--- config.mk ---
export PLATFORM = sky130hd
export DESIGN_NAME = c64_debug_master
export DESIGN_NICKNAME = d
export VERILOG_FILES = /design/src/rtl/c64_debug_master.sv
export SDC_FILE = /design/constraint.sdc
export NUM_CORES = 1
export LEC_CHECK = 0
export CORE_MARGIN = 2
export CORE_UTILIZATION = 53
export DETAILED_ROUTE_END_ITERATION = 16
export PLACE_DENSITY = 0.84
export SLEW_MARGIN = 15
export SYNTH_ARGS = -nofsm -noshare
export SYNTH_HDL_FRONTEND = slang
export SYNTH_SLANG_ARGS = --single-unit
--- constraint.sdc ---
create_clock -name clk -period 2.4 [get_ports clk]
set_input_delay 0.48 -clock clk [delete_from_list [all_inputs] [get_ports clk]]
set_output_delay 0.48 -clock clk [all_outputs]
set_load 0.1 [all_outputs]
--- src/rtl/c64_debug_master.sv ---
// c64_debug_master: turns a read/write command into a byte sequence on a UART
// transmitter (opcode, address high, address low, optional data), then waits
// for a single response byte, or aborts with an error after TIMEOUT cycles.
module c64_debug_master #(
    parameter int unsigned TIMEOUT  = 1000000,
    parameter logic [7:0]  ACK_BYTE = 8'h06
) (
    input  logic        clk,
    input  logic        reset,
    input  logic        cmd_valid,
    output logic        cmd_ready,
    input  logic        cmd_write,
    input  logic [15:0] cmd_addr,
    input  logic [7:0]  cmd_wdata,
    output logic        uart_tx_byte_valid,
    output logic [7:0]  uart_tx_byte,
    input  logic        uart_tx_ready,
    input  logic        uart_rx_byte_valid,
    input  logic [7:0]  uart_rx_byte,
    output logic        rsp_valid,
    output logic [7:0]  rsp_data,
    output logic        rsp_error
);

    localparam logic [2:0] IDLE      = 3'd0;
    localparam logic [2:0] SEND_OP   = 3'd1;
    localparam logic [2:0] SEND_AH   = 3'd2;
    localparam logic [2:0] SEND_AL   = 3'd3;
    localparam logic [2:0] SEND_DATA = 3'd4;
    localparam logic [2:0] WAIT_RSP  = 3'd5;

    localparam logic [7:0] OP_READ  = 8'h01;
    localparam logic [7:0] OP_WRITE = 8'h02;

    // The counter starts at 0 on the first WAIT_RSP cycle; when it shows
    // TIMEOUT-1 it is about to reach TIMEOUT, so the abort is registered then
    // and rsp_valid appears exactly TIMEOUT cycles after entry.
    localparam logic [23:0] TO_LAST = 24'(TIMEOUT - 1);

    logic [2:0]  state_q, state_d;
    logic        write_q, write_d;
    logic [15:0] addr_q, addr_d;
    logic [7:0]  wdata_q, wdata_d;
    logic [23:0] cnt_q, cnt_d;
    logic        rsp_valid_q, rsp_valid_d;
    logic [7:0]  rsp_data_q, rsp_data_d;
    logic        rsp_error_q, rsp_error_d;
    logic        rdy_q;

    // Command handshake: idle, out of reset for at least one edge, and not in
    // the response-strobe cycle (keeps cmd_ready low for one cycle after rsp).
    assign cmd_ready = (state_q == IDLE) && rdy_q && !rsp_valid_q;

    assign rsp_valid = rsp_valid_q;
    assign rsp_data  = rsp_data_q;
    assign rsp_error = rsp_error_q;

    // Transmit byte selection, driven directly from the current state.
    always_comb begin
        uart_tx_byte_valid = 1'b0;
        uart_tx_byte       = 8'h00;
        case (state_q)
            SEND_OP: begin
                uart_tx_byte_valid = 1'b1;
                uart_tx_byte       = write_q ? OP_WRITE : OP_READ;
            end
            SEND_AH: begin
                uart_tx_byte_valid = 1'b1;
                uart_tx_byte       = addr_q[15:8];
            end
            SEND_AL: begin
                uart_tx_byte_valid = 1'b1;
                uart_tx_byte       = addr_q[7:0];
            end
            SEND_DATA: begin
                uart_tx_byte_valid = 1'b1;
                uart_tx_byte       = wdata_q;
            end
            default: begin
                uart_tx_byte_valid = 1'b0;
                uart_tx_byte       = 8'h00;
            end
        endcase
    end

    // Next-state logic: command latch, byte sequencing, response/timeout.
    always_comb begin
        state_d     = state_q;
        write_d     = write_q;
        addr_d      = addr_q;
        wdata_d     = wdata_q;
        cnt_d       = cnt_q;
        rsp_valid_d = 1'b0;
        rsp_data_d  = rsp_data_q;
        rsp_error_d = rsp_error_q;
        case (state_q)
            IDLE: begin
                if (cmd_valid && cmd_ready) begin
                    write_d = cmd_write;
                    addr_d  = cmd_addr;
                    wdata_d = cmd_wdata;
                    state_d = SEND_OP;
                end
            end
            SEND_OP: begin
                if (uart_tx_ready) state_d = SEND_AH;
            end
            SEND_AH: begin
                if (uart_tx_ready) state_d = SEND_AL;
            end
            SEND_AL: begin
                if (uart_tx_ready) begin
                    if (write_q) begin
                        state_d = SEND_DATA;
                    end else begin
                        state_d = WAIT_RSP;
                        cnt_d   = 24'd0;
                    end
                end
            end
            SEND_DATA: begin
                if (uart_tx_ready) begin
                    state_d = WAIT_RSP;
                    cnt_d   = 24'd0;
                end
            end
            WAIT_RSP: begin
                cnt_d = cnt_q + 24'd1;
                // A received byte takes priority over a coincident timeout.
                if (uart_rx_byte_valid) begin
                    rsp_valid_d = 1'b1;
                    rsp_data_d  = uart_rx_byte;
                    rsp_error_d = write_q && (uart_rx_byte != ACK_BYTE);
                    state_d     = IDLE;
                end else if (cnt_q == TO_LAST) begin
                    rsp_valid_d = 1'b1;
                    rsp_data_d  = 8'h00;
                    rsp_error_d = 1'b1;
                    state_d     = IDLE;
                end
            end
            default: begin
                state_d = IDLE;
            end
        endcase
    end

    // State registers with asynchronous active-low reset.
    always_ff @(posedge clk or negedge reset) begin
        if (!reset) begin
            state_q     <= IDLE;
            write_q     <= 1'b0;
            addr_q      <= 16'h0000;
            wdata_q     <= 8'h00;
            cnt_q       <= 24'd0;
            rsp_valid_q <= 1'b0;
            rsp_data_q  <= 8'h00;
            rsp_error_q <= 1'b0;
            rdy_q       <= 1'b0;
        end else begin
            state_q     <= state_d;
            write_q     <= write_d;
            addr_q      <= addr_d;
            wdata_q     <= wdata_d;
            cnt_q       <= cnt_d;
            rsp_valid_q <= rsp_valid_d;
            rsp_data_q  <= rsp_data_d;
            rsp_error_q <= rsp_error_d;
            rdy_q       <= 1'b1;
        end
    end

endmodule
==> results by group <==
Outcome
  – Outcome: complete, no violations

Route
  – DR vias/cell: 5.91
  – DR WL/cell: 16.0 um
  – Routed wire length: 7060 um
  – First-pass DRT Iterations: 6
  – First-iteration detailed-routing DRC count: 162
  – Post-route DRC: 0
  – Via count: 2614
  – Post-route antenna net violation count: 0

Timing
  – Final setup viols: 0
  – Post-route clock skew: 0.00924 ns
  – Final hold violation count: 0
  – F_max: 445 MHz
  – Slew @ Worst Pin: 0.652 ns
  – Min Tclk post-route: 2.25 ns
  – RSZ-0062 raised after global routing: no
  – Max-Slew Margin vs Limit: 0.564
  – Fin Setup TNS: 0 ns
  – Tcrit/Tclk final: 0.936
  – Final max-slew violation count: 0

Critical path
  – Data arrival, critical path: 1.77 ns
  – Worst reg-to-reg setup slack: 0.36 ns
  – Crit path launch: state_q[1]
  – CP endpoint kind: output pin
  – Setup CP Type: reg2out
  – Startpoint Class: register
  – WP data required: 1.92 ns
  – Reg2reg start: cnt_q[4]
  – Crit-path max FO: 13

Logic synthesis
  – Syn Nets: 349
  – Avg Cell Area, Syn: 10.5 um2
  – FF+latch count, synth: 63
  – EDFF count, synth: 0
  – Post-synth top flop: dfrtp_1
  – Async SR Flop Fraction: 1.00
  – Yosys warning count: 0
  – Post-Syn Instances: 310
  – Syn Std Cell Area: 0.00327 mm2
  – Count of different cell masters after synthesis: 50
  – Seq/Total Area, Yosys: 0.483

Cells and area
  – Most frequent cells in the layout: 61 x dfrtp_1, 36 x clkdlybuf4s50_1, 30 x o21ai_0
  – Final core occ: 0.703
  – Area grow syn2layout: 28.2%
  – Fin nets: 402
  – Finished Layout Cells: 442
  – Antenna diodes: 0
  – Filler cells: 432
  – Commonest non-fill, non-tap cell in the layout: dfrtp_1
  – Share of cells above drive strength 1: 0.243

Worst hold path
  – Type of the tightest min-delay check: in2async

Placed design
  – Final HPWL DP: 4830 um
  – Port Buffer Count: 57
  – Routability congestion estimate: 0.837
  – Placed cell count: 427

Global route
  – GR Overflow Total: 0
  – Largest net degree at the start of global routing: 64
  – Vias in the first global route: 2519
  – Gr usage total: 0.232
  – Initial antenna violation count: 0
  – Global-route wire length before repair: 11800 um

Power and ir drop
  – Power Density: 1280 mW/mm2
  – Leakage power: 1.81 nW
  – Worst VDD drop: 1030 uV

Floorplan
  – Die Width: 82.5 um
  – Core ar.: 0.00596 mm2
  – # IOs: 58
  – Starting density of the core: 0.549
  – Die height: 82.5 um
  – Rows: 28
  – Die ar.: 0.00681 mm2

Clock network
  – Max Buffers Root-to-Sink: 2
  – Post-CTS setup buffer count: 0
  – Clk Latency, worst-skew pair: 0.34 ns
  – Reg clk slew, reported paths: 0.07 ns
  – CTS H-tree lvls: 3
  – Total CTS buffers: 9
  – Clock Sinks: 63
  – CTS tree: built
  – Root Buffer: clkbuf_8

Job
  – Max-cap violations: 0
sequential cells by signal, summed over array words and instances, names as in the netlist:
signal and cells:
addr_q 16, cnt_q 24, rdy_q 1, rsp_data 8, rsp_error 1, rsp_valid 1
state_q 3, wdata_q 8, write_q 1
report_power, final:
group / total [mW] / leakage (nW) / internal (mW) / switching [mW]
clock: 1.05 / 0.118 / 0.663 / 0.391
combinational: 2.67 / 0.916 / 0.989 / 1.68
sequential: 1.63 / 0.779 / 1.37 / 0.262
per-stage QoR:
step | worst slack [ns] | instance area, um2 | total power, mW | hold WS [ns]
6_report | 0.154 | 4190 | 5.35 | 0.149
5_1_grt | 0.0521 | 4190 | 5.60 | 0.183
4_1_cts | 0.0454 | 4190 | 5.38 | 0.157
3_5_place_dp | 0.0476 | 3960 | 4.31 | 0.494
3_3_place_gp | 0.123 | 3960 | 4.24 | 0.486
2_1_floorplan | 0.0599 | 3300 | 3.51 | 0.184
per-layer routing:
metal / routed length, um / vias to the layer above / part of all wire / GRT usage
met5: 0 / - / 0 / 0
met4: 162 / 0 / 0.023 / 0.125
met3: 268 / 16 / 0.038 / 0.0391
met2: 3520 / 70 / 0.50 / 0.365
met1: 3110 / 1272 / 0.44 / 0.308
li1: - / 1256 / - / -
critical path: stages (launching register included):
cell	delay, ns
dfrtp_2	0.50
nand2b_1	0.23
nor2_1	0.14
buf_4	0.19
nand2_1	0.08
o21ai_2	0.09
buf_12	0.20
Yosys cell counts (4+ instances only):
cell / count / area (um2)
o21ai_0: 38 / 190
nor2_1: 8 / 30.0
clkbuf_1: 5 / 18.8
nor4_1: 4 / 25.0
nor2b_1: 4 / 25.0
or4_1: 13 / 97.6
nand4_1: 7 / 43.8
dfrtp_1: 63 / 1580
mux2_2: 26 / 293
o31ai_1: 10 / 75.1
buf_6: 6 / 67.6
and2_1: 4 / 25.0
and4_1: 4 / 35.0
nand3_1: 4 / 20.0
mux2i_1: 8 / 80.1
inv_1: 12 / 45.0
a22oi_1: 10 / 75.1
buf_2: 4 / 20.0
nand2_1: 22 / 82.6
a21oi_1: 15 / 75.1
logic make-up after synthesis:
| logic type | Yosys count | synth area share |
|---|---|---|
| other | 1 | 0.00115 |
| AO/OA/AOI/OAI | 87 | 0.162 |
| AND/OR/NAND/NOR | 88 | 0.172 |
| XOR/XNOR | 2 | 0.00536 |
| adder cells (fa/ha/maj) | 1 | 0.00383 |
| multiplexers | 34 | 0.114 |
| buffers and inverters | 34 | 0.0590 |
| flip-flops | 63 | 0.483 |
area by class of cell:
cell class              instances  area (um2)  area share
clock buffers                  12         165      0.0394
multi-input cells             213        1540       0.366
well taps                      75        93.8      0.0224
clock inverters                 3        65.1      0.0155
repair buffers                 64         706       0.168
inverters                      12        45.0      0.0108
flip-flops and latches         63        1580       0.377
worst paths after layout:
path,end,cells after the start
min in group clk,addr_q[2],1
max in group asynchronous,state_q[1],2
worst max register to register,cnt_q[19],4
worst min-delay path,cnt_q[16],2
worst min register to register,addr_q[2],1
worst max-delay path,uart_tx_byte[7],6
repair_timing:
item,in CTS,in global routing
resized for setup,0,2
endpoints found under the setup margin,0,8
hold buffers,0,0
(Power assumes the default switching activity.)
